$ cat src/rtl/filter_out_422_pack.sv
// filter_out_422_pack: YUV444 -> YUV422 output stage.
// Pairs adjacent pixels, averages chroma with rounding, holds the newest
// pair back one slot so end-of-line can be tagged, queues pairs in a small
// FIFO and serialises each pair as two {C,Y} beats on a valid/ready port.
module filter_out_422_pack #(
    parameter int DATA_WIDTH = 8,
    parameter int FIFO_DEPTH = 16,
    parameter int FIFO_AW    = 4
) (
    input  logic                      clk,
    input  logic                      rst,
    input  logic                      i_vs,
    input  logic                      i_de,
    input  logic [DATA_WIDTH-1:0]     i_y,
    input  logic [DATA_WIDTH-1:0]     i_u,
    input  logic [DATA_WIDTH-1:0]     i_v,
    output logic                      o_valid,
    input  logic                      i_ready,
    output logic [2*DATA_WIDTH-1:0]   o_data,
    output logic                      o_sof,
    output logic                      o_eol,
    output logic                      o_overflow,
    output logic [FIFO_AW:0]          o_level
);

    typedef enum logic {S_EVEN, S_ODD} state_t;

    typedef struct packed {
        logic                  sof;
        logic                  eol;
        logic [DATA_WIDTH-1:0] cr;
        logic [DATA_WIDTH-1:0] cb;
        logic [DATA_WIDTH-1:0] y1;
        logic [DATA_WIDTH-1:0] y0;
    } entry_t;

    // Rounded mean of two components; the extra sum bit keeps it from wrapping.
    function automatic logic [DATA_WIDTH-1:0] avg_round(input logic [DATA_WIDTH-1:0] a,
                                                        input logic [DATA_WIDTH-1:0] b);
        logic [DATA_WIDTH:0] s;
        s = {1'b0, a} + {1'b0, b} + (DATA_WIDTH+1)'(1);
        return s[DATA_WIDTH:1];
    endfunction

    state_t                 state;
    logic                   de_d, vs_d, sof_arm;
    logic [DATA_WIDTH-1:0]  y_p0, u_p0, v_p0;
    logic                   vld_p1, final_p1;
    logic [DATA_WIDTH-1:0]  y0_p1, y1_p1, cb_p1, cr_p1;

    entry_t                 mem [FIFO_DEPTH];
    logic [FIFO_AW-1:0]     wr_ptr, rd_ptr;
    logic [FIFO_AW:0]       count;
    logic                   beat_sel;

    logic   de_fall, vs_rise, form_pair;
    logic   push_req, push_eol, full, pop, wr_en, drop;
    entry_t push_entry, head;

    assign de_fall   = de_d & ~i_de;
    assign vs_rise   = i_vs & ~vs_d;
    assign form_pair = (state == S_ODD) && (i_de || de_fall);

    assign full    = (count == (FIFO_AW+1)'(FIFO_DEPTH));
    assign o_valid = (count != '0);
    assign o_level = count;
    assign pop     = o_valid & i_ready & beat_sel;
    assign wr_en   = push_req & (~full | pop);
    assign drop    = push_req & full & ~pop;
    assign head    = mem[rd_ptr];

    // Decide whether the pending pair leaves this cycle and with which flags.
    always_comb begin
        push_req = 1'b0;
        push_eol = 1'b0;
        if (vld_p1 && final_p1) begin
            push_req = 1'b1;
            push_eol = 1'b1;
        end else if (form_pair && vld_p1) begin
            push_req = 1'b1;
        end else if (de_fall && state == S_EVEN && vld_p1) begin
            push_req = 1'b1;
            push_eol = 1'b1;
        end
        push_entry = '{sof: sof_arm, eol: push_eol, cr: cr_p1, cb: cb_p1, y1: y1_p1, y0: y0_p1};
    end

    // Control: edge detect, pair FSM, pending-slot valid, SOF arming, sticky overflow.
    always_ff @(posedge clk) begin
        if (rst) begin
            de_d       <= 1'b0;
            vs_d       <= 1'b0;
            state      <= S_EVEN;
            vld_p1     <= 1'b0;
            final_p1   <= 1'b0;
            sof_arm    <= 1'b0;
            o_overflow <= 1'b0;
        end else begin
            de_d <= i_de;
            vs_d <= i_vs;
            if (state == S_EVEN && i_de)
                state <= S_ODD;
            else if (form_pair)
                state <= S_EVEN;
            if (form_pair) begin
                vld_p1   <= 1'b1;
                final_p1 <= ~i_de;
            end else if (push_req && push_eol) begin
                vld_p1   <= 1'b0;
                final_p1 <= 1'b0;
            end
            if (vs_rise)
                sof_arm <= 1'b1;
            else if (push_req)
                sof_arm <= 1'b0;
            if (drop)
                o_overflow <= 1'b1;
            else if (vs_rise)
                o_overflow <= 1'b0;
        end
    end

    // Datapath: even-pixel latch (p0) and pending pair contents (p1).
    always_ff @(posedge clk) begin
        if (state == S_EVEN && i_de) begin
            y_p0 <= i_y;
            u_p0 <= i_u;
            v_p0 <= i_v;
        end
        if (form_pair) begin
            y0_p1 <= y_p0;
            if (i_de) begin
                y1_p1 <= i_y;
                cb_p1 <= avg_round(u_p0, i_u);
                cr_p1 <= avg_round(v_p0, i_v);
            end else begin
                y1_p1 <= y_p0;
                cb_p1 <= u_p0;
                cr_p1 <= v_p0;
            end
        end
    end

    // FIFO pointers, occupancy and beat selector.
    always_ff @(posedge clk) begin
        if (rst) begin
            wr_ptr   <= '0;
            rd_ptr   <= '0;
            count    <= '0;
            beat_sel <= 1'b0;
        end else begin
            if (wr_en) wr_ptr <= wr_ptr + 1'b1;
            if (pop)   rd_ptr <= rd_ptr + 1'b1;
            case ({wr_en, pop})
                2'b10:   count <= count + 1'b1;
                2'b01:   count <= count - 1'b1;
                default: count <= count;
            endcase
            if (o_valid && i_ready)
                beat_sel <= ~beat_sel;
        end
    end

    // FIFO storage.
    always_ff @(posedge clk) begin
        if (wr_en)
            mem[wr_ptr] <= push_entry;
    end

    // Beat serializer: Cb half then Cr half of the head entry, zero when idle.
    always_comb begin
        o_data = '0;
        o_sof  = 1'b0;
        o_eol  = 1'b0;
        if (o_valid) begin
            if (!beat_sel) begin
                o_data = {head.cb, head.y0};
                o_sof  = head.sof;
            end else begin
                o_data = {head.cr, head.y1};
                o_eol  = head.eol;
            end
        end
    end

endmodule
$ cat config.mk
export PLATFORM = sky130hd
export DESIGN_NAME = filter_out_422_pack
export DESIGN_NICKNAME = d
export VERILOG_FILES = /design/src/rtl/filter_out_422_pack.sv
export SDC_FILE = /design/constraint.sdc
export NUM_CORES = 1
export LEC_CHECK = 0
export ABC_CLOCK_PERIOD_IN_PS = 17300
export CELL_PAD_IN_SITES_DETAIL_PLACEMENT = 0
export CELL_PAD_IN_SITES_GLOBAL_PLACEMENT = 2
export CORE_MARGIN = 10
export CORE_UTILIZATION = 42
export DETAILED_ROUTE_END_ITERATION = 10
export GPL_TIMING_DRIVEN = 0
export MAX_ROUTING_LAYER = met4
export PLACE_DENSITY = 0.68
export SYNTH_ARGS = -nofsm -noshare
export SYNTH_HDL_FRONTEND = slang
export SYNTH_SLANG_ARGS = --single-unit
$ cat constraint.sdc
create_clock -name clk -period 17.3 [get_ports clk]
set_clock_uncertainty 0.1 [all_clocks]
set_input_delay 2.595 -clock clk [delete_from_list [all_inputs] [get_ports clk]]
set_output_delay 2.595 -clock clk [all_outputs]
set_load 0.01 [all_outputs]
After elaboration in Yosys (flattened, before gate mapping). Memory sizes are Yosys's and may differ from the RTL's. A register that Yosys moved wholly into a read port is not among the register bits. Cells that the tools add are included.

Multiplexer cells: 28. Bitwise gates (word level): 14. Reductions and logical operators: 15. Equality and inequality tests: 3. $add $sub $neg: 8.

Operator list (number): $mux 16 (2); $mux 8 (3); $mux 1 (20); $add 8x8->9 (2); $add 9x1->9 const B (2); $pmux 5 s2 (1); $reduce_bool 2->1 (5); $add 4x1->4 const B (2); $logic_and 1x1->1 (8); $mux 4 (2); $and 1x1->1 (7); $not 1->1 (6); $add 5x1->5 const B (1); $eq 5x5->1 const B (1); $reduce_bool 5->1 (1); $sub 5x1->5 const B (1); $eq 2x1->1 const B (1); $eq 2x2->1 const B (1); $logic_or 1x1->1 (1); $or 1x1->1 (1).

RAM bits: 544. Logic and storage cells: 87. Output and inout bits: 25. Bits in registers: 77. Memories kept: 1.

Memory list: mem (depth 16, width 34, read ports 1, clocked after Yosys merged registers in 1, wr ports 1, line 51) `entry_t mem [FIFO_DEPTH];`.

Logic depth before layout (Yosys ltp). Gate-level depths: netlist of run 1.

Depth in word-level cells: 10. Mapped depth: 11.

Worst setup path after synthesis of run 1. OpenSTA, ideal clock, no wires.

Path kind: input-to-reg. Start point: input port i_de. End point: memory mem[3][0] in the netlist's numbering, enable pin. Data arrival time: 6628 ps. Buffers on the path: 1. Setup time: 510 ps. Path slack: 10061 ps. Stages: 5. Cells stage by stage: buf_2 > nor2b_1 > o31a_1 > nand2_1 > nor4_1.

Cells in the longest elaborated chain, start to end: 10. Elaborated cells between the ends (all ways): 13.

Ends and longest elaborated chain: start: declaration (line 13) `input logic i_de,`; $not 1->1 (line 60) `assign de_fall = de_d & ~i_de;`; $and 1x1->1 (line 60); $logic_and 1x1->1 or $logic_or 1x1->1 (tied branches) (line 81, 62); $logic_and 1x1->1 (on tied branches) (line 81, 62); $mux 1 or $logic_and 1x1->1 (tied branches) (line 81, 79); $mux 1 * (line 79) `end else if (form_pair && vld_p1) begin`; $mux 1 * (line 76) `if (vld_p1 && final_p1) begin`; $and 1x1->1 * (line 68) `assign wr_en = push_req & (~full | pop);`; $mux 1 * (line 166) `if (wr_en)`; $mux 1 (not written as such) * (line 167) `mem[wr_ptr] <= push_entry;`; end: declaration (line 51).

Mark *: on every way between the ends. The rest lies on a longest branch, timed or not.

==> impl_metrics.py, run 1 <==
metrics = {
    "setup_path": {
        "cp.arrival_ps": 4030,
        "worstReg2RegStart": "state",
        "path_max_fanout": 10,
        "cp.required_ps": 14610,
        "end_kind": "output pin",
        "cp-start-kind": "flip-flop",
        "crit_type": "flip-flop to output pin",
    },
    "detailed_routing": {
        "routed_via_density": 5.57,
        "drc": 0,
        "drt_wl_total_mm": 59.5,
        "via_count": 12144,
        "drtAntennaViolNets": 0,
        "routedWlPerCell_um": 27.3,
        "dr.pass1.iters": 5,
        "drt-initial-drc-count": 1100,
    },
    "synth": {
        "synthFlopType": "edfxtp_1",
        "yosysTopAreaCell": "edfxtp_1",
        "netlist_instances": 1207,
        "yosysWarnings": 0,
        "avgSynthCellArea_um2": 20.4,
        "synth.net_count": 1258,
        "synthTopCellsByArea": "edfxtp_1 (73%), mux4_2 (12%), dfxtp_1 (2.0%)",
        "synth_edf_count": 600,
        "yosysMostFrequentCell": "edfxtp_1",
        "yosys-top-cells-count": "edfxtp_1 (600), mux4_2 (136), nor2_1 (76), a21oi_1 (51), mux2_2 (44)",
        "async_reset_ff_share_pct": 0,
        "syn_area_um2": 24600,
        "ys_seq_area_share_pct": 75.2,
        "yosysTopAreaCellShare_pct": 73.2,
        "ys_types": 55,
        "ys_seq_elements": 625,
    },
    "cts": {
        "hold_buffers": 0,
        "cts_root_buffer": "clkbuf_16",
        "cts_num_sinks": 625,
        "clock_latency_ps": 590,
        "cts_setup_buffers": 0,
        "cts_resized": 0,
        "clk_pin_slew_ps": 60,
        "numCtsBuffers": 68,
        "cts.htree.levels": 3,
        "clock_path_buffers": 3,
        "cts_tree": "yes",
    },
    "global_route": {
        "antenna_found_initial": 3,
        "grt.overflow.total": 0,
        "grt_max_degree": 24,
        "grt_pass1_vias": 12548,
        "grt_pass1_wl_mm": 86.7,
        "track_usage_pct": 18.2,
    },
    "layout": {
        "drive_gt1_share_pct": 25.9,
        "nets": 1417,
        "num_antenna_cells": 0,
        "fill_cells": 4786,
        "syn_to_final_growth_pct": 17.2,
    },
    "sta": {
        "finalCriticalPeriod_ps": 6720,
        "worst_pin_slew_ps": 1060,
        "finalSetupTns_ps": 0,
        "holdWs_ps": 349,
        "max_freq_ghz": 0.149,
        "relSlewSlack_pct": 29.3,
        "fin_crit_sh_pct": 38.9,
        "setup_viol": 0,
        "rsz0062_at_grt": "no",
        "finalHoldViolations": 0,
        "slew_violations": 0,
    },
    "floorplan": {
        "rows": 88,
        "start_util_pct": 42.5,
        "die_h_um": 262,
        "ioPinCount": 54,
        "core_um2": 57900,
        "die_area_um2": 68700,
        "chipWidth_um": 262,
    },
    "flow_run": {
        "cap_viol_max_count": 0,
    },
    "placed_design": {
        "portBuffers": 51,
        "dp_hpwl_mm": 39.5,
        "gp_congestion": 0.764,
    },
    "min_path": {
        "hold_class": "flip-flop to flip-flop",
        "worstHoldStart": "y_p0[0]",
    },
    "power_and_ir_drop": {
        "ir_drop_mv": 0.0804,
        "p_leak_nw": 9.01,
        "powerDensity_nw_per_um2": 110,
    },
    "run_status": {
        "status": "finished, final reports clean",
    },
}
## flip-flops by register name, summed over array words and instances, names as in the netlist, named ones only
register    cells
u_p0            8
cb_p1           8
state           1
vs_d            1
rd_ptr          4
v_p0            8
o_level         5
sof_arm         1
beat_sel        1
y1_p1           8
y_p0            8
vld_p1          1
de_d            1
cr_p1           8
y0_p1           8
wr_ptr          4
mem           544
o_overflow      1
final_p1        1
## final cells by class
class	count	area [µm²]	area share, %
Clock buffer	92	1860	6.43
Multi-Input combinational cell	508	5850	20.3
Buffer	59	309	1.07
Tap cell	765	957	3.32
Sequential cell	625	18500	64.2
Clock inverter	27	330	1.14
Inverter	15	56.3	0.195
Timing Repair Buffer	89	990	3.43
## worst paths after layout
| path | endpoint | slack [ps] | depth (start not counted) |
|---|---|---|---|
| worst max-delay path | o_data[3] | 10580 | 8 |
| worst min-delay path | y0_p1[0] | 350 | 0 |
| worst max register to register | mem[1][14] | 14000 | 8 |
| worst min register to register | y0_p1[0] | 350 | 0 |
## where the power goes
group,switching [mW],internal (mW)
clock network,0.572,0.858
logic,0.0353,0.0261
registers,0.0187,1.67
total,0.626,2.55
## critical path: stages, from the launching register on
cell	delay (ps)
dfxtp_1	300
clkbuf_1	310
clkbuf_1	790
buf_2	530
mux2i_1	240
nor2_1	50
a21oi_1	340
o22ai_1	280
clkdlybuf4s50_1	560
## cells in the final DEF (no fill, tap or decap), drive strengths merged, types with 6 or more instances in the layout
cell	netlist	routed
a211oi	6	6
a21oi	53	53
and2	6	6
buf	34	72
bufinv	0	7
clkbuf	25	117
clkdlybuf4s50	0	51
clkinv	1	15
dfxtp	25	25
edfxtp	600	600
ha	20	20
inv	14	15
mux2	48	48
mux2i	38	38
mux4	136	136
nand2	20	20
nor2	77	77
nor2b	9	9
nor4	6	6
o22ai	18	18
o31ai	7	7
xnor2	8	8
xor2	6	6
## cells by family after synthesis
group / after synthesis / share of synthesized area (%)
multiplexers: 222 / 16.2
adder cells (fa/ha/maj): 22 / 1.18
AND/OR/NAND/NOR: 141 / 2.67
AO/OA/AOI/OAI: 109 / 2.80
buffers and inverters: 74 / 1.48
flip-flops: 625 / 75.2
XOR/XNOR: 14 / 0.498
## per-stage QoR
stage / instance area (µm²) / total power [mW] / setup WS (ps) / std cells / utilization [%]
after detailed placement: 26700 / 1.78 / 11220 / 2061 / 46.1
after global placement: 26100 / 1.77 / 5300 / 2023 / 45.1
final: 28900 / 3.18 / 10580 / 2180 / 49.8
after global routing: 28900 / 3.27 / 10410 / 2180 / 49.8
after floorplan: 24600 / 1.74 / 10060 / 1207 / -
after CTS: 28900 / 3.21 / 10560 / 2180 / 49.8
## routing by layer
| layer | up-vias | wire length [µm] | global-route usage [%] |
|---|---|---|---|
| li1 | 5270 | - | - |
| met1 | 6458 | 26800 | 25.0 |
| met2 | 330 | 28500 | 28.1 |
| met3 | 86 | 2930 | 2.39 |
| met4 | 0 | 1360 | 5.57 |
| met5 | - | 0 | - |
(Power assumes the default switching activity.)
==> inputs of run 2 (changes only) <==
--- a/config.mk
+++ b/config.mk
@@ -5,7 +5,7 @@
 export SDC_FILE = /design/constraint.sdc
 export NUM_CORES = 1
 export LEC_CHECK = 0
-export ABC_CLOCK_PERIOD_IN_PS = 17300
+export ABC_CLOCK_PERIOD_IN_PS = 5900
 export CELL_PAD_IN_SITES_DETAIL_PLACEMENT = 0
 export CELL_PAD_IN_SITES_GLOBAL_PLACEMENT = 2
 export CORE_MARGIN = 10
@@ -13,7 +13,7 @@
 export DETAILED_ROUTE_END_ITERATION = 10
 export GPL_TIMING_DRIVEN = 0
 export MAX_ROUTING_LAYER = met4
-export PLACE_DENSITY = 0.68
+export PLACE_DENSITY = 0.71
 export SYNTH_ARGS = -nofsm -noshare
 export SYNTH_HDL_FRONTEND = slang
 export SYNTH_SLANG_ARGS = --single-unit
==> constraint.sdc (replaced) <==
create_clock -name clk -period 5.9 [get_ports clk]
set_clock_uncertainty 0.1 [all_clocks]
set_input_delay 0.885 -clock clk [delete_from_list [all_inputs] [get_ports clk]]
set_output_delay 0.885 -clock clk [all_outputs]
set_load 0.01 [all_outputs]
==> run 2 against run 1 <==
Effect of this change: via count decreased by 0.54%; non-clock buffer count grew 4; worst hold slack worse by 2.5 ps; die area is the same; count of clock-buffer cells in the layout fell by 9; first-iteration DRC count is 12% lower; setup slack got worse by 9600 ps; sequential power rose to 2.9 times the previous value; final cell count is essentially flat; utilization fell by 0.061 points; combinational power increased to 2.9 times the previous value; largest cell class unchanged; largest power group unchanged.
==> impl_metrics.py, run 2 (synthesis results as in run 1) <==
metrics = {
    "cts": {
        "cts_root_buffer": "clkbuf_16",
        "hold_buffers": 0,
        "cts.htree.levels": 3,
        "cts_tree": "yes",
        "numCtsBuffers": 66,
        "clk_pin_slew_ps": 60,
        "cts_num_sinks": 625,
        "clock_path_buffers": 3,
        "cts_resized": 0,
        "clock_latency_ps": 600,
        "cts_setup_buffers": 0,
    },
    "detailed_routing": {
        "drc": 0,
        "drt_wl_total_mm": 58.6,
        "via_count": 12078,
        "routedWlPerCell_um": 26.9,
        "dr.pass1.iters": 5,
        "routed_via_density": 5.55,
        "drt-initial-drc-count": 968,
        "drtAntennaViolNets": 0,
    },
    "min_path": {
        "hold_end": "y0_p1[0]",
        "hold_class": "flip-flop to flip-flop",
        "worstHoldStart": "y_p0[0]",
        "whs_path_depth": 0,
    },
    "global_route": {
        "antenna_found_initial": 2,
        "grt_use_met3_pct": 2.80,
        "grt_pass1_vias": 12543,
        "grt.overflow.total": 0,
        "grt_pass1_wl_mm": 85.4,
        "met2_usage_pct": 27.6,
        "grt_max_degree": 24,
        "track_usage_pct": 18.0,
        "top_usage_layer": "met2",
        "gr-usage-met1_pct": 24.6,
    },
    "layout": {
        "syn_to_final_growth_pct": 17.1,
        "final_cell_mix": "edfxtp_1 (600), mux4_2 (136), nor2_1 (67), clkbuf_16 (67)",
        "largest_reg_flops": 544,
        "nets": 1419,
        "regMostFlops": "mem",
        "fill_cells": 4792,
        "regArea_um2": 18500,
        "multi_input_area_um2": 5850,
        "drive_gt1_share_pct": 26.0,
        "num_antenna_cells": 0,
        "fin_cells": 2178,
        "layout_commonest_cell": "edfxtp_1",
    },
    "floorplan": {
        "die_h_um": 262,
        "chipWidth_um": 262,
        "rows": 88,
        "die_area_um2": 68700,
        "ioPinCount": 54,
        "start_util_pct": 42.5,
        "core_um2": 57900,
    },
    "setup_path": {
        "r2r_cells": 8,
        "cp.arrival_ps": 3950,
        "path_max_fanout": 10,
        "worstReg2RegStart": "state",
        "cp.required_ps": 4910,
        "regToRegEndpoint": "mem[0][24]",
        "cp-start-kind": "flip-flop",
        "crit_type": "flip-flop to output pin",
        "end_kind": "output pin",
        "rrSetupSlack_ps": 2760,
    },
    "sta": {
        "finalHoldViolations": 0,
        "setup_viol": 0,
        "max_freq_ghz": 0.203,
        "slew_violations": 0,
        "rsz0062_at_grt": "no",
        "fin_ws_ps": 963,
        "fin_crit_sh_pct": 83.7,
        "worst_pin_slew_ps": 1060,
        "finalCriticalPeriod_ps": 4940,
        "relSlewSlack_pct": 29.6,
        "holdWs_ps": 346,
    },
    "power_and_ir_drop": {
        "ir_drop_mv": 0.209,
        "powerDensity_nw_per_um2": 312,
        "p_leak_nw": 9.01,
        "finalPower_mw": 8.99,
    },
    "run_status": {
        "status": "finished, final reports clean",
    },
    "placed_design": {
        "portBuffers": 51,
        "dp_hpwl_mm": 40.3,
        "place_inst": 2065,
        "pre_cts_ws_ps": 1560,
        "gp_congestion": 0.759,
    },
    "flow_run": {
        "cap_viol_max_count": 0,
    },
}
## run 2: through the flow
| step | area, µm² | setup TNS (ps) | util (%) |
|---|---|---|---|
| 4_1_cts | 28800 | 0 | 49.8 |
| 3_5_place_dp | 26800 | 0 | 46.3 |
| 5_1_grt | 28800 | 0 | 49.8 |
| 3_3_place_gp | 26100 | -561890 | 45.1 |
| 2_1_floorplan | 24600 | 0 | - |
| 6_report | 28800 | 0 | 49.8 |
## run 2: power breakdown
part	total, mW	internal [mW]	leakage [nW]	switching [mW]
clock network	3.88	2.23	0.979	1.65
logic	0.176	0.0777	2.40	0.0980
registers	4.94	4.88	5.63	0.0554
total	8.99	7.19	9.01	1.80
## run 2: per-layer routing
| layer | wire [µm] | part of all wire, % |
|---|---|---|
| met1 | 26100 | 44 |
| met2 | 27900 | 48 |
| met3 | 3480 | 5.9 |
| met4 | 1130 | 1.9 |
| met5 | 0 | 0 |
## run 2: worst max-delay path by stage
stage                 endpoint  cells past startpoint
global placement    mem[0][26]                      5
global route         o_data[3]                      6
CTS                  o_data[1]                      8
detailed placement   o_data[1]                      7
finish               o_data[3]                      6
floorplan            mem[3][0]                      5
## run 2: final cells by class
type | instances | area share [%]
Tap cell | 765 | 3.32
Clock buffer | 83 | 6.02
Buffer | 59 | 1.07
Timing Repair Buffer | 93 | 3.94
Clock inverter | 30 | 0.924
Inverter | 15 | 0.195
Multi-Input combinational cell | 508 | 20.3
Sequential cell | 625 | 64.2
## run 2: worst max-delay path: stages, from the launching register on
cell and delay (ps):
dfxtp_1 300, clkbuf_1 530, buf_1 530, clkbuf_1 660, a21oi_1 280, o22ai_1 400
clkdlybuf4s50_1 630
==> inputs of run 3 (changes only) <==
--- a/config.mk
+++ b/config.mk
@@ -5,7 +5,7 @@
 export SDC_FILE = /design/constraint.sdc
 export NUM_CORES = 1
 export LEC_CHECK = 0
-export ABC_CLOCK_PERIOD_IN_PS = 5900
+export ABC_CLOCK_PERIOD_IN_PS = 4700
 export CELL_PAD_IN_SITES_DETAIL_PLACEMENT = 0
 export CELL_PAD_IN_SITES_GLOBAL_PLACEMENT = 2
 export CORE_MARGIN = 10
@@ -13,7 +13,7 @@
 export DETAILED_ROUTE_END_ITERATION = 10
 export GPL_TIMING_DRIVEN = 0
 export MAX_ROUTING_LAYER = met4
-export PLACE_DENSITY = 0.71
+export PLACE_DENSITY = 0.68
 export SYNTH_ARGS = -nofsm -noshare
 export SYNTH_HDL_FRONTEND = slang
 export SYNTH_SLANG_ARGS = --single-unit
==> constraint.sdc (replaced) <==
create_clock -name clk -period 4.7 [get_ports clk]
set_clock_uncertainty 0.1 [all_clocks]
set_input_delay 0.705 -clock clk [delete_from_list [all_inputs] [get_ports clk]]
set_output_delay 0.705 -clock clk [all_outputs]
set_load 0.01 [all_outputs]
==> run 3 against run 2 <==
Effect of this change: register-to-register slack worse by 1300 ps; count of clock-buffer cells in the layout rose by 9; flip-flop and latch count stayed put; wire length increased by 1.6%; largest power group unchanged; clock power increased by 36%; die area did not move; critical endpoint unchanged; sequential power is 26% higher; global-route usage grew 0.24 points; worst hold slack improved by 2.5 ps.
==> impl_metrics.py, run 3 (synthesis results as in run 1) <==
metrics = {
    "sta": {
        "fin_crit_sh_pct": 97.3,
        "relSlewSlack_pct": 27.7,
        "setup_viol": 0,
        "slew_violations": 0,
        "finalCriticalPeriod_ps": 4570,
        "worst_pin_slew_ps": 1080,
        "finalHoldViolations": 0,
        "max_freq_ghz": 0.219,
        "fin_ws_ps": 126,
    },
    "detailed_routing": {
        "via_count": 12104,
        "routedWlPerCell_um": 27.3,
        "routed_via_density": 5.55,
        "drt-initial-drc-count": 1166,
        "drc": 0,
        "drt_wl_total_mm": 59.6,
        "drtAntennaViolNets": 0,
        "dr.pass1.iters": 5,
    },
    "layout": {
        "largest_reg_flops": 544,
        "fill_cells": 4788,
        "final_util_pct": 49.9,
        "layout_commonest_cell": "edfxtp_1",
        "nets": 1417,
        "regArea_um2": 18500,
        "final_cell_mix": "edfxtp_1 (600), mux4_2 (136), clkbuf_16 (71), nor2_1 (67), clkdlybuf4s50_1 (51)",
        "num_antenna_cells": 0,
        "final_area_um2": 28900,
        "syn_to_final_growth_pct": 17.3,
        "regMostFlops": "mem",
        "multi_input_area_um2": 5850,
        "drive_gt1_share_pct": 26.5,
    },
    "placed_design": {
        "portBuffers": 51,
        "gp_congestion": 0.764,
        "pre_cts_ws_ps": 509,
        "dp_hpwl_mm": 39.5,
        "dpl_cell_area_um2": 26700,
    },
    "run_status": {
        "status": "finished, final reports clean",
    },
    "setup_path": {
        "rrSetupSlack_ps": 1410,
        "cp.required_ps": 3890,
        "end_kind": "output pin",
        "r2r_cells": 8,
        "regToRegEndpoint": "mem[1][14]",
        "path_max_fanout": 10,
        "crit_type": "flip-flop to output pin",
        "worstReg2RegStart": "state",
        "cp-start-kind": "flip-flop",
        "cp.arrival_ps": 3770,
    },
    "cts": {
        "hold_buffers": 0,
        "cts.htree.levels": 3,
        "numCtsBuffers": 68,
        "cts_tree": "yes",
        "clock_latency_ps": 590,
        "clk_pin_slew_ps": 60,
        "clock_path_buffers": 3,
        "cts_root_buffer": "clkbuf_16",
        "cts_num_sinks": 625,
    },
    "global_route": {
        "grt_max_degree": 24,
        "grt_pass1_vias": 12548,
        "track_usage_pct": 18.2,
        "antenna_found_initial": 3,
        "grt.overflow.total": 0,
        "grt_pass1_wl_mm": 86.7,
    },
    "min_path": {
        "worstHoldStart": "y_p0[0]",
        "hold_class": "flip-flop to flip-flop",
        "hold_end": "y0_p1[0]",
        "whs_path_depth": 0,
    },
    "floorplan": {
        "core_um2": 57900,
        "ioPinCount": 54,
        "chipWidth_um": 262,
        "rows": 88,
        "die_h_um": 262,
        "die_area_um2": 68700,
        "start_util_pct": 42.5,
    },
    "power_and_ir_drop": {
        "p_leak_nw": 9.03,
        "ir_drop_mv": 0.296,
        "powerDensity_nw_per_um2": 405,
        "finalPower_mw": 11.7,
    },
    "flow_run": {
        "cap_viol_max_count": 0,
    },
}
[run 3: cell types whose count changed in the layout (fill, tap and decap cells not counted), sizes merged]
cell / change
clkdlybuf4s15: +1
inv: -3
clkinv: -8
clkbuf: +9
clkinvlp: +4
buf: -5
bufinv: +4
[run 3: worst max-delay path by stage]
stage | startpoint | endpoint | slack [ps] | depth (start not counted)
after floorplan | i_de | mem[3][0] | -650 | 5
after global placement | i_de | mem[0][14] | -5410 | 5
after detailed placement | flip-flop | o_data[3] | 510 | 6
after CTS | flip-flop | o_data[13] | 2 | 6
after global routing | flip-flop | o_data[3] | -1 | 7
final | flip-flop | o_data[3] | 130 | 7
[run 3: metrics by stage]
| step | hold slack, ps | TNS [ps] | instances |
|---|---|---|---|
| 2_1_floorplan | 322 | -88200 | 1207 |
| 3_3_place_gp | 333 | -992840 | 2023 |
| 3_5_place_dp | 337 | 0 | 2061 |
| 4_1_cts | 351 | 0 | 2180 |
| 5_1_grt | 364 | -1.20 | 2180 |
| 6_report | 349 | 0 | 2180 |
[run 3: area by class of cell]
class | instances | share of cell area (%)
flip-flops and latches | 625 | 64.1
multi-input cells | 508 | 20.3
clock inverters | 27 | 1.14
plain buffers | 59 | 1.14
repair buffers | 89 | 3.43
clock buffers | 92 | 6.42
well taps | 765 | 3.31
inverters | 15 | 0.195
[run 3: layer usage]
| layer | up-vias | track usage, % | wire length [µm] |
|---|---|---|---|
| li1 | 5270 | - | - |
| met5 | - | - | 0 |
| met2 | 339 | 28.1 | 28500 |
| met4 | 0 | 5.57 | 1370 |
| met1 | 6408 | 25.0 | 26700 |
| met3 | 87 | 2.39 | 3030 |
[run 3: report_power, final]
part / switching (mW) / leakage, nW / internal, mW / total (mW)
clock: 2.11 / 1.05 / 3.16 / 5.27
sequential: 0.0689 / 5.63 / 6.13 / 6.20
combinational: 0.130 / 2.36 / 0.0961 / 0.226
[run 3: worst max-delay path, cell delays in order, from the launching register on]
cell and delay [ps]:
dfxtp_1 310, buf_2 220, clkbuf_1 770, mux4_2 410, mux2_2 280, a21oi_1 340, o22ai_1 270, clkdlybuf4s50_1 550
[run 3: timing repair]
item                                    in CTS  in global routing
gates cloned                                 0                  0
resized for setup                            7                  6
setup buffers                                0                  0
endpoints found under the setup margin      12                  4
==> variant: new RTL, config.mk and constraints of run 1 <==
`FIFO_DEPTH`: 16 -> 32.
--- a/src/rtl/filter_out_422_pack.sv
+++ b/src/rtl/filter_out_422_pack.sv
@@ -5,5 +5,5 @@
 module filter_out_422_pack #(
     parameter int DATA_WIDTH = 8,
-    parameter int FIFO_DEPTH = 16,
+    parameter int FIFO_DEPTH = 32,
     parameter int FIFO_AW    = 4
 ) (
Behaviour: not the same (a bounded check fails within 4 cycles, from zero or initial values and one cycle with rst high).
==> variant against run 1 <==
- total power decreased by 2.8%
- sequential cell count unchanged
- synthesized cell count increased by 9.3%
- die area increased by 0.78%
- synthesized area increased by 0.84%
- design area increased by 0.54%
- routed wire length increased by 6.2%
- worst setup slack got worse by 0.12 ns
- register-to-register slack got worse by 0.21 ns
- critical path type unchanged
==> variant: results (changes against run 1) <==
status=finished, final reports clean (unchanged); Synth Net Count=1,372 (was 1,258); largest reg by FF count=mem (unchanged); max layer used=met4 (unchanged); placed cell count=2,178 (was 2,061); Initial Util=0.422 (was 0.425); startpoint type of the worst setup path=flip-flop (unchanged); CP max stage delay=0.74 ns (was 0.79 ns); number of post-CTS setup repair buffers=0 (unchanged); fillers=4,858 (was 4,786); min-delay worst type=reg -> reg (unchanged); # nets final=1,528 (was 1,417); leakage=0.00892 µW (was 0.00901 µW); Slew headroom=0.208 (was 0.293); WP data arrival=4.15 ns (was 4.03 ns); Avg WL per Cell=27.6 µm (was 27.3 µm); Synth top cells by count=600 x edfxtp_1, 132 x mux2i_1, 76 x a22oi_1, 72 x mux4_2, 69 x nand3_1 (was 600 x edfxtp_1, 136 x mux4_2, 76 x nor2_1, 51 x a21oi_1, 44 x mux2_2); Finished Layout Cells=2,293 (was 2,180); sequential share of the synthesized area=0.746 (was 0.752); RD Place Congestion=0.770 (was 0.764); initial antenna violation count=0 (was 3); crit path max fanout=10 (unchanged); dpl hpwl=41.8 mm (was 39.5 mm); met3 usage=0.0404 (was 0.0239); Yosys cell types=57 (was 55); reg2reg start=o_level[0] (was state); max FFs per register=544 (unchanged); family with the most delay on the worst path=buffers and inverters (unchanged); total track usage=0.187 (was 0.182); via/cell ratio=5.57 (about the same); Syn Area/Cell=18.8 µm² (was 20.4 µm²); layout cells sized above 1=0.207 (was 0.259); met2 WL post-DR=30.3 mm (was 28.5 mm); H-tree levels=3 (unchanged); first-pass GRT wire length=91.8 mm (was 86.7 mm); number of global-route vias before repair=13,333 (was 12,548); Max VDD drop=0.0757 mV (was 0.0804 mV); yosys warns=0 (unchanged); input/output buffers=53 (was 51); DRT Pass-1 Iters=5 (unchanged); GR Layer Usage met2=0.297 (was 0.281); M1 WL=27.8 mm (was 26.8 mm); hold path startpoint=y_p0[3] (was y_p0[0]); Area contributors post-synth=edfxtp_1 73%, mux4_2 6.5%, mux2i_1 5.3% (was edfxtp_1 73%, mux4_2 12%, dfxtp_1 2.0%); routed wl met3=3.72 mm (was 2.93 mm); MaxCap Viol Count=0 (unchanged); 1st-iter DRT viols=1,084 (was 1,100); Max Buffers Root-to-Sink=3 (unchanged); CTS Buf Count=68 (unchanged); largest net degree at the start of global routing=23 (was 24); root buf cell=clkbuf_16 (unchanged); number of synthesized flops with an enable pin=600 (unchanged); GR Util met1=0.243 (was 0.250)
variant: cell count changes in the layout (fill, tap and decap cells not counted), sizes merged, moves of 31 or more:
cell   delta
a22oi    +82
a21oi    -31
nor2     -36
nand3    +65
mux4     -64
mux2i    +94
variant: stage by stage:
step / power (µW) / instance area (µm²) / hold WS (ns) / setup slack, ns
2_1_floorplan: 1730 / 24800 / 0.322 / 11.18
3_3_place_gp: 1760 / 26300 / 0.332 / 6.94
3_5_place_dp: 1770 / 27000 / 0.342 / 11.01
4_1_cts: 3120 / 29000 / 0.353 / 10.35
5_1_grt: 3180 / 29000 / 0.370 / 10.28
6_report: 3090 / 29000 / 0.356 / 10.45
variant: path summary, 6_finish.rpt:
| path | to | slack (ns) | cells past startpoint |
|---|---|---|---|
| setup / recovery | o_data[2] | 10.45 | 7 |
| hold / removal | y0_p1[3] | 0.36 | 0 |
| setup reg to reg | o_level[4] | 13.79 | 12 |
| hold reg to reg | y0_p1[3] | 0.36 | 0 |
variant: final cells by class:
type / count / share of cell area
clock inverter: 27 / 0.00810
timing repair buffer: 86 / 0.0358
clock buffer: 88 / 0.0627
inverter: 12 / 0.00155
sequential: 625 / 0.638
buffer: 67 / 0.0124
tap: 773 / 0.0333
multi-input combinational: 615 / 0.208
variant: cell families after synthesis:
family,count (synthesis),synth area share
DFF,625,0.746
muxes,251,0.140
and+or+nand+nor,173,0.0349
buffers and inverters,79,0.0163
xor gates and xnor gates,10,0.00353
AOI/OAI and AO/OA,157,0.0473
adders and majority gates,24,0.0127
variant: power by group:
part / leakage [µW] / switching [µW] / internal, µW / total (µW)
clock network: 0.000991 / 566 / 787 / 1350
logic: 0.00232 / 29.9 / 22.2 / 52.1
registers: 0.00561 / 18.3 / 1660 / 1680
total: 0.00892 / 614 / 2470 / 3090
